===== src/rtl/ternary_serial_subtractor_if.sv =====
//------------------------------------------------------------------------------
// ternary_serial_subtractor_if
// Operand/result bus and start/busy/done handshake for the ternary subtractor.
// Revision: 1.0
//------------------------------------------------------------------------------
`default_nettype none

interface ternary_serial_subtractor_if #(
  parameter int N = 4
);
  logic           start;
  logic [2*N-1:0] x;
  logic [2*N-1:0] y;
  logic           bIn;
  logic [2*N-1:0] d;
  logic           bOut;
  logic           err;
  logic           busy;
  logic           done;

  modport master (
    output start, x, y, bIn,
    input  d, bOut, err, busy, done
  );

  modport slave (
    input  start, x, y, bIn,
    output d, bOut, err, busy, done
  );
endinterface

`default_nettype wire


===== src/rtl/ternary_serial_subtractor.sv =====
//------------------------------------------------------------------------------
// ternary_serial_subtractor
// Digit-serial D = X - Y - bIn over N trits, LSD first, one trit per clock.
// Revision: 1.0
//------------------------------------------------------------------------------
`default_nettype none

module ternary_serial_subtractor #(
  parameter int N = 4
) (
  input wire logic                  clk,
  input wire logic                  rst,
  ternary_serial_subtractor_if.slave bus
);

  localparam int CW = (N > 1) ? $clog2(N) : 1;

  typedef enum logic [1:0] {
    S_IDLE = 2'd0,
    S_RUN  = 2'd1,
    S_DONE = 2'd2
  } state_t;

  state_t         state_q;
  logic [2*N-1:0] x_q;
  logic [2*N-1:0] y_q;
  logic [2*N-1:0] d_q;
  logic [CW-1:0]  cnt_q;
  logic           bw_q;
  logic           bout_q;
  logic           err_q;
  logic           busy_q;
  logic           done_q;

  logic [1:0]     trit_a;
  logic [1:0]     trit_b;
  logic [3:0]     diff;
  logic [1:0]     digit_d;
  logic           borrow_d;
  logic           trit_bad;

  // diff spans -3..2 in 4-bit two's complement; bit 3 flags a borrow.
  always_comb begin
    trit_a   = x_q[2*cnt_q +: 2];
    trit_b   = y_q[2*cnt_q +: 2];
    trit_bad = (trit_a == 2'b11) || (trit_b == 2'b11);
    diff     = {2'b00, trit_a} - {2'b00, trit_b} - {3'b000, bw_q};
    digit_d  = diff[3] ? (diff[1:0] + 2'd3) : diff[1:0];
    borrow_d = diff[3];
    if (trit_bad) begin
      digit_d  = 2'b11;
      borrow_d = 1'b0;
    end
  end

  always_ff @(posedge clk) begin
    if (rst) begin
      state_q <= S_IDLE;
      x_q     <= '0;
      y_q     <= '0;
      d_q     <= '0;
      cnt_q   <= '0;
      bw_q    <= 1'b0;
      bout_q  <= 1'b0;
      err_q   <= 1'b0;
      busy_q  <= 1'b0;
      done_q  <= 1'b0;
    end else begin
      case (state_q)
        S_IDLE, S_DONE: begin
          done_q  <= 1'b0;
          busy_q  <= 1'b0;
          state_q <= S_IDLE;
          if (bus.start) begin
            x_q     <= bus.x;
            y_q     <= bus.y;
            bw_q    <= bus.bIn;
            d_q     <= '0;
            err_q   <= 1'b0;
            cnt_q   <= '0;
            busy_q  <= 1'b1;
            state_q <= S_RUN;
          end
        end
        S_RUN: begin
          d_q[2*cnt_q +: 2] <= digit_d;
          bw_q              <= borrow_d;
          err_q             <= err_q | trit_bad;
          if (cnt_q == CW'(N - 1)) begin
            cnt_q   <= '0;
            bout_q  <= borrow_d;
            busy_q  <= 1'b0;
            done_q  <= 1'b1;
            state_q <= S_DONE;
          end else begin
            cnt_q <= cnt_q + 1'b1;
          end
        end
        default: state_q <= S_IDLE;
      endcase
    end
  end

  assign bus.d    = d_q;
  assign bus.bOut = bout_q;
  assign bus.err  = err_q;
  assign bus.busy = busy_q;
  assign bus.done = done_q;

endmodule

`default_nettype wire


===== src/flat_wrapper.sv =====
// flat-port wrapper written by rule: the top's interface ports become plain ports
module ternary_serial_subtractor_flat 
#(
  parameter int N = 4
)
  (clk, rst, bus_start, bus_x, bus_y, bus_bIn, bus_d, bus_bOut, bus_err, bus_busy, bus_done);
  ternary_serial_subtractor_if #(.N(N)) bus_i ();
  input wire logic clk;
  input wire logic rst;
  input wire logic [$bits(bus_i.start)-1:0] bus_start;
  input wire logic [$bits(bus_i.x)-1:0] bus_x;
  input wire logic [$bits(bus_i.y)-1:0] bus_y;
  input wire logic [$bits(bus_i.bIn)-1:0] bus_bIn;
  output wire logic [$bits(bus_i.d)-1:0] bus_d;
  output wire logic [$bits(bus_i.bOut)-1:0] bus_bOut;
  output wire logic [$bits(bus_i.err)-1:0] bus_err;
  output wire logic [$bits(bus_i.busy)-1:0] bus_busy;
  output wire logic [$bits(bus_i.done)-1:0] bus_done;
  assign bus_i.start = bus_start;
  assign bus_i.x = bus_x;
  assign bus_i.y = bus_y;
  assign bus_i.bIn = bus_bIn;
  assign bus_d = bus_i.d;
  assign bus_bOut = bus_i.bOut;
  assign bus_err = bus_i.err;
  assign bus_busy = bus_i.busy;
  assign bus_done = bus_i.done;
  ternary_serial_subtractor #(.N(N)) u_core (.clk(clk), .rst(rst), .bus(bus_i));
endmodule

===== config.mk =====
export PLATFORM = sky130hd
export DESIGN_NAME = ternary_serial_subtractor_flat
export DESIGN_NICKNAME = d
export VERILOG_FILES = /design/src/rtl/ternary_serial_subtractor_if.sv /design/src/rtl/ternary_serial_subtractor.sv /design/src/flat_wrapper.sv
export SDC_FILE = /design/constraint.sdc
export NUM_CORES = 1
export LEC_CHECK = 0
export ABC_AREA = 1
export ABC_CLOCK_PERIOD_IN_PS = 2800
export CELL_PAD_IN_SITES_DETAIL_PLACEMENT = 1
export CELL_PAD_IN_SITES_GLOBAL_PLACEMENT = 1
export CORE_ASPECT_RATIO = 1.2
export CORE_UTILIZATION = 36
export CTS_BUF_LIST = sky130_fd_sc_hd__clkbuf_8 sky130_fd_sc_hd__clkbuf_16
export DETAILED_ROUTE_END_ITERATION = 10
export GPL_TIMING_DRIVEN = 0
export HOLD_SLACK_MARGIN = 0.08
export PLACE_DENSITY_LB_ADDON = 0.1
export SYNTH_ARGS = -nofsm -noshare
export SYNTH_HDL_FRONTEND = slang
export SYNTH_SLANG_ARGS = --single-unit
export TNS_END_PERCENT = 5

===== constraint.sdc =====
create_clock -name clk -period 2.8 [get_ports clk]
set_clock_uncertainty 0.05 [all_clocks]
set_input_delay 0.28 -clock clk [delete_from_list [all_inputs] [get_ports clk]]
set_output_delay 0.28 -clock clk [all_outputs]
set_load 0.02 [all_outputs]

After elaboration in Yosys (flattened, before gate mapping)
Cells that the tools add are included.
W data, S select, Z words.

word-level totals
  register bits = 33
  bits of input ports = 20
  output and inout bits = 12
  word-level logic and storage cells = 56

operators by class
  $add $sub $neg = 5
  eq/ne operators = 7
  shift-type cells = 4
  mux-type cells = 21
  bitwise gates (word level) = 1
  reductions and logical operators = 8

operators by type and width
  cell                      number
  $neg A3 Y34               1
  $shift A2 B34 Y8 const A  1
  $shiftx A2 B34 Y8         1
  $pmux W8 S2               1
  $shiftx A8 B4 Y2          2
  $mux W2                   5
  $bwmux W8                 1
  $eq A2 B2 Y1 const B      4
  $mux W8                   1
  $pmux W1 S2               4
  $pmux W2 S2               2
  $reduce_and A2 Y1         4
  $mux W1                   7
  $sub A4 B1 Y4             1
  $sub A2 B2 Y3             1
  $add A2 B1 Y2 const B     1
  $add A2 B2 Y2 const B     1
  $eq A2 B1 Y1 const B      1
  $logic_not A2 Y1          1
  $ne A2 B1 Y1 const B      1
  $ne A2 B2 Y1 const B      1
  $reduce_bool A2 Y1        1
  $reduce_or A2 Y1          1
  $logic_or A1 B1 Y1        1
  $or A1 B1 Y1              1

Depth between registers and ports, before layout
  depth in word-level cells = 9
  depth in mapped cells = 19
  gate-level depth less buffers = 18

Worst setup path before layout
Ideal clock, no wire load.

  path kind = register to register
  start point = register u_core.cnt_q[0]
  end point = register u_core.d_q[3] (netlist: u_core.bus.d[3])
  setup time = 132 ps
  data arrival time = 2,137 ps
  required time = 2,618 ps
  slack = 481 ps
  cell stages (with the launch flop) = 20
  path buffers = 1
  period minus slack after synthesis = 2,319 ps
  path through = dfxtp_1 -> inv_2 -> buf_6 -> nand2_2 -> nand3_1 -> nand2_2 -> inv_1 -> ha_1 -> inv_1 -> fa_1 -> inv_1 -> nand2_1 -> nand2_1 -> nand2_1 -> nand2_1 -> nand2_1 -> inv_1 -> nand3_2 -> nand4_1 -> a21oi_1

between the ends
  cells in the longest elaborated chain, start to end = 9
  elaborated cells on any way between the ends = 15
  those cells by class = 4 x add/sub; 2 x eq/ne; 4 x shift; 4 x mux; 1 x reduce/logical

RTL lines
  what                                        RTL line                                                          text
  start, declared                             ternary_serial_subtractor.sv:28                                   logic [CW-1:0] cnt_q;
  start signal, assigned                      ternary_serial_subtractor.sv:96                                   cnt_q <= cnt_q + 1'b1;
  $shiftx A8 B4 Y2, on equally long branches  ternary_serial_subtractor.sv:44, ternary_serial_subtractor.sv:45
  $sub A2 B2 Y3                               ternary_serial_subtractor.sv:47                                   diff = {2'b00, trit_a} - {2'b00, trit_b} - {3'b000, bw_q};
  $sub A4 B1 Y4                               ternary_serial_subtractor.sv:47
  $add A2 B2 Y2                               ternary_serial_subtractor.sv:48                                   digit_d = diff[3] ? (diff[1:0] + 2'd3) : diff[1:0];
  $mux W2                                     ternary_serial_subtractor.sv:48
  $mux W2                                     ternary_serial_subtractor.sv:50                                   if (trit_bad) begin
  $shiftx A2 B34 Y8                           ternary_serial_subtractor.sv:86                                   d_q[2*cnt_q +: 2] <= digit_d;
  $bwmux W8 *                                 ternary_serial_subtractor.sv:86
  $pmux W8 S2 *                               ternary_serial_subtractor.sv:69                                   case (state_q)
  end signal, assigned by index               ternary_serial_subtractor.sv:86
  end, declared                               ternary_serial_subtractor.sv:27                                   logic [2*N-1:0] d_q;

Mark *: on every way between the ends. The rest lies on a longest branch, timed or not.
A chain may end at the register's enable or synchronous reset.

Final worst setup path
  start point = register u_core.cnt_q[0]
  end point = register u_core.d_q[7] (netlist: u_core.bus.d[7])

Same word-level chain as after synthesis.

==> summary.txt <==
Status
  • Status: complete, no violations

Cells and area
  • ANT cells: 0
  • Fin util: 0.491
  • Layout area overhead: 29.8%
  • Nets@finish: 282
  • Share of layout cells above drive strength 1: 0.117

Floorplan
  • Die width: ~63 µm
  • Site Rows: 26
  • Core Region: about 4300 µm²
  • Die Area: roughly 4700 µm²
  • Initial core utilization: 0.378
  • Ports: 32
  • DIE HEIGHT: between 70 and 80 µm

Power
  • Leak: 0.895 nW
  • VDD IR max: around 0.37 mV
  • Pwr per Cell Area: around 600 nW/µm²

CTS
  • Clock Latency Late Sink: just under 0.3 ns
  • CTS buffer count: 5
  • CTS Hold Buffers Added: 0
  • H-tree depth: 2
  • CTS tree: done
  • Clock sink count: 33
  • CTS max path bufs: 2
  • Worst-path clk slew: 0.07 ns
  • Clk root buf: clkbuf_8

Worst setup path
  • Required @ worst endpoint: roughly 2.9 ns
  • Setup Crit Path Kind: flop to flop
  • CP Buf/Inv Count: 6
  • Crit end category: flop
  • Crit-path leading delay family: simple AND/OR/NAND/NOR gates
  • CP peak stage delay: between 0.4 and 0.5 ns
  • Crit path arrival time: around 2.6 ns
  • Startpoint Class: flop
  • Slowest cell on the critical path: fa_1
  • Crit Path Max Fanout: 11
  • Worst path cell trace: inv_2, buf_6, nand2_1, nand3_1, nand2_2, inv_1, ha_1, inv_1, fa_1, inv_2, nand2_1, nand2_1, nand2_1, nand2_1, nand2_1, inv_1, nand3_2, nand4_1, a21oi_1
  • Top cell by count, worst path: nand2_1

STA
  • Measured slew at the worst slew-check pin: about 0.51 ns
  • Period utilization: 0.906
  • Worst slew margin: 0.660
  • Fmax: 0.394 GHz
  • Hold slack: approximately 0.30 ns
  • Final Hold Viols: 0
  • Setup-failing EPs final: 0
  • RSZ-0062 raised after global routing: no
  • Pins Over Slew Limit: 0
  • Setup TNS: 0 ns
  • Minimum clock period: around 2.5 ns

Route
  • Vias: 1494
  • Final WL: between 4000 and 5000 µm
  • Antenna Nets Post-Route: 0
  • Iter 0 DRT Violations: 50
  • Vias/cell: roughly 4.8
  • Initial DRT Pass Iterations: 4
  • Wire per inst: about 13 µm
  • Drt drc: 0

Synth
  • Synth top area share: 0.410
  • Unique cell type count in the Yosys netlist: 22
  • Syn Inst Count: 218
  • Yosys warns: 0
  • Mean post-synth cell area: between 7 and 8 µm²
  • Synthesized flop and latch total: 33
  • Seq/Total Area, Yosys: 0.410
  • Synth area leaders: dfxtp_1 41%, a21oi_1 10%, nand2_1 9.3%
  • Syn Std Cell Area: about 1600 µm²
  • Area leader, netlist: dfxtp_1
  • Syn_nets: between 200 and 250

Hold path
  • HP Class: input port to flop

Place
  • Post-detail-place hpwl: a little over 3000 µm
  • GP Congestion: between 0.7 and 0.8
  • Port bufs: 30

Global routing
  • Number of global-route vias before repair: roughly 1500
  • GRT overflow: 0
  • Largest net degree at the start of global routing: 12
  • Total track usage: 0.195
  • First-pass GRT wire length: between 6000 and 7000 µm
  • Initial antenna violation count: 0

Flow run
  • Max_cap viols: 0
## cells in the final DEF, fill, tap and decap left out
master | Yosys | routed
dfxtp_1 | 33 | 31
fa_1 | 1 | 1
nand3_1 | 18 | 18
nor3_1 | 1 | 1
clkbuf_8 | 0 | 7
inv_1 | 33 | 32
nor2_4 | 1 | 1
dfxtp_4 | 0 | 1
nor2_1 | 4 | 4
clkinv_2 | 0 | 1
dfxtp_2 | 0 | 1
a31oi_1 | 1 | 1
o21ai_0 | 18 | 18
nand4_1 | 5 | 5
ha_1 | 6 | 6
a21oi_2 | 0 | 1
clkdlybuf4s50_1 | 0 | 30
or2_2 | 1 | 1
clkbuf_1 | 7 | 7
nand3b_4 | 1 | 1
inv_2 | 1 | 2
nand3_2 | 1 | 1
nor2_2 | 1 | 1
nand2_4 | 2 | 2
a21oi_1 | 33 | 32
buf_6 | 2 | 2
nand2_1 | 40 | 40
nand2_2 | 8 | 8
## worst paths after layout
kind,start,to,slack [ns],cells after the start
setup / recovery,u_core.cnt_q[0]$_SDFFE_PP0P_,u_core.bus.d[7]$_SDFFE_PP0P_,0.26,19
hold / removal,rst,u_core.cnt_q[1]$_SDFFE_PP0P_,0.30,2
setup reg to reg,u_core.cnt_q[0]$_SDFFE_PP0P_,u_core.bus.d[7]$_SDFFE_PP0P_,0.26,19
hold reg to reg,u_core.y_q[2]$_SDFFE_PP0P_,u_core.y_q[2]$_SDFFE_PP0P_,0.41,2
## worst reg2reg max path: cells and delay by family, from the launching register on
| kind | cells | cell delay [ns] |
|---|---|---|
| AO/OA/AOI/OAI | 1 | 0.07 |
| adder cells (fa/ha/maj) | 2 | 0.63 |
| buffers and inverters | 6 | 0.46 |
| flip-flops | 1 | 0.40 |
| AND/OR/NAND/NOR | 10 | 0.78 |
## final cells by class
type,count,area (µm²)
flip-flops and latches,33,666
clock inverters,1,5.00
plain buffers,9,48.8
fillers,562,2170
multi-input cells,142,778
well taps,56,70.1
clock buffers,7,96.3
inverters,34,128
repair buffers,30,300
## per-layer routing
layer / up-vias / track usage / wire (µm)
met5: - / 0 / 0
met4: 0 / 0.114 / 110
met3: 8 / 0.0464 / 139
met2: 25 / 0.332 / 1980
met1: 685 / 0.227 / 1910
li1: 776 / - / -
## registers in the layout, indices dropped and copies added, names as in the netlist
| signal | cells |
|---|---|
| u_core.bus.d | 8 |
| u_core.x_q | 8 |
| u_core.y_q | 8 |
| u_core.bw_q | 1 |
| u_core.bus.done | 1 |
| u_core.state_q | 2 |
| u_core.bus.err | 1 |
| u_core.bus.busy | 1 |
| u_core.cnt_q | 2 |
| u_core.bus.bOut | 1 |
## synth_stat cells
| cell type | count |
|---|---|
| a21oi_1 | 33 |
| a31oi_1 | 1 |
| buf_6 | 2 |
| clkbuf_1 | 7 |
| dfxtp_1 | 33 |
| fa_1 | 1 |
| ha_1 | 6 |
| inv_1 | 33 |
| inv_2 | 1 |
| nand2_1 | 40 |
| nand2_2 | 8 |
| nand2_4 | 2 |
| nand3_1 | 18 |
| nand3_2 | 1 |
| nand3b_4 | 1 |
| nand4_1 | 5 |
| nor2_1 | 4 |
| nor2_2 | 1 |
| nor2_4 | 1 |
| nor3_1 | 1 |
| o21ai_0 | 18 |
| or2_2 | 1 |
## cells by family after synthesis
kind of cell | count (synthesis) | synth area share
flip-flops | 33 | 0.410
AO/OA/AOI/OAI | 52 | 0.162
buffers and inverters | 43 | 0.109
AND/OR/NAND/NOR | 83 | 0.259
adder cells (fa/ha/maj) | 7 | 0.0590
## stage by stage
step	cells	worst slack, ns	total power [mW]	cell area (µm²)
final	312	0.262	1.26	2090
after global routing	312	0.0347	1.34	2090
after CTS	312	0.0553	1.27	2080
after detailed placement	304	0.0869	0.867	1980
after global placement	304	0.152	0.859	1980
after floorplan	218	0.481	0.761	1610
## power breakdown
group / leakage, nW / internal, mW / total, mW / switching (mW)
Clock: 0.0542 / 0.222 / 0.400 / 0.178
Combinational: 0.568 / 0.138 / 0.345 / 0.206
Sequential: 0.272 / 0.500 / 0.515 / 0.0148
Total: 0.895 / 0.860 / 1.26 / 0.399
## timing repair
action                     in CTS  in global routing
setup endpoints to repair       0                  8
gates resized for setup         0                  5
setup buffers                   0                  0
Power figures use the tool's default switching activity.
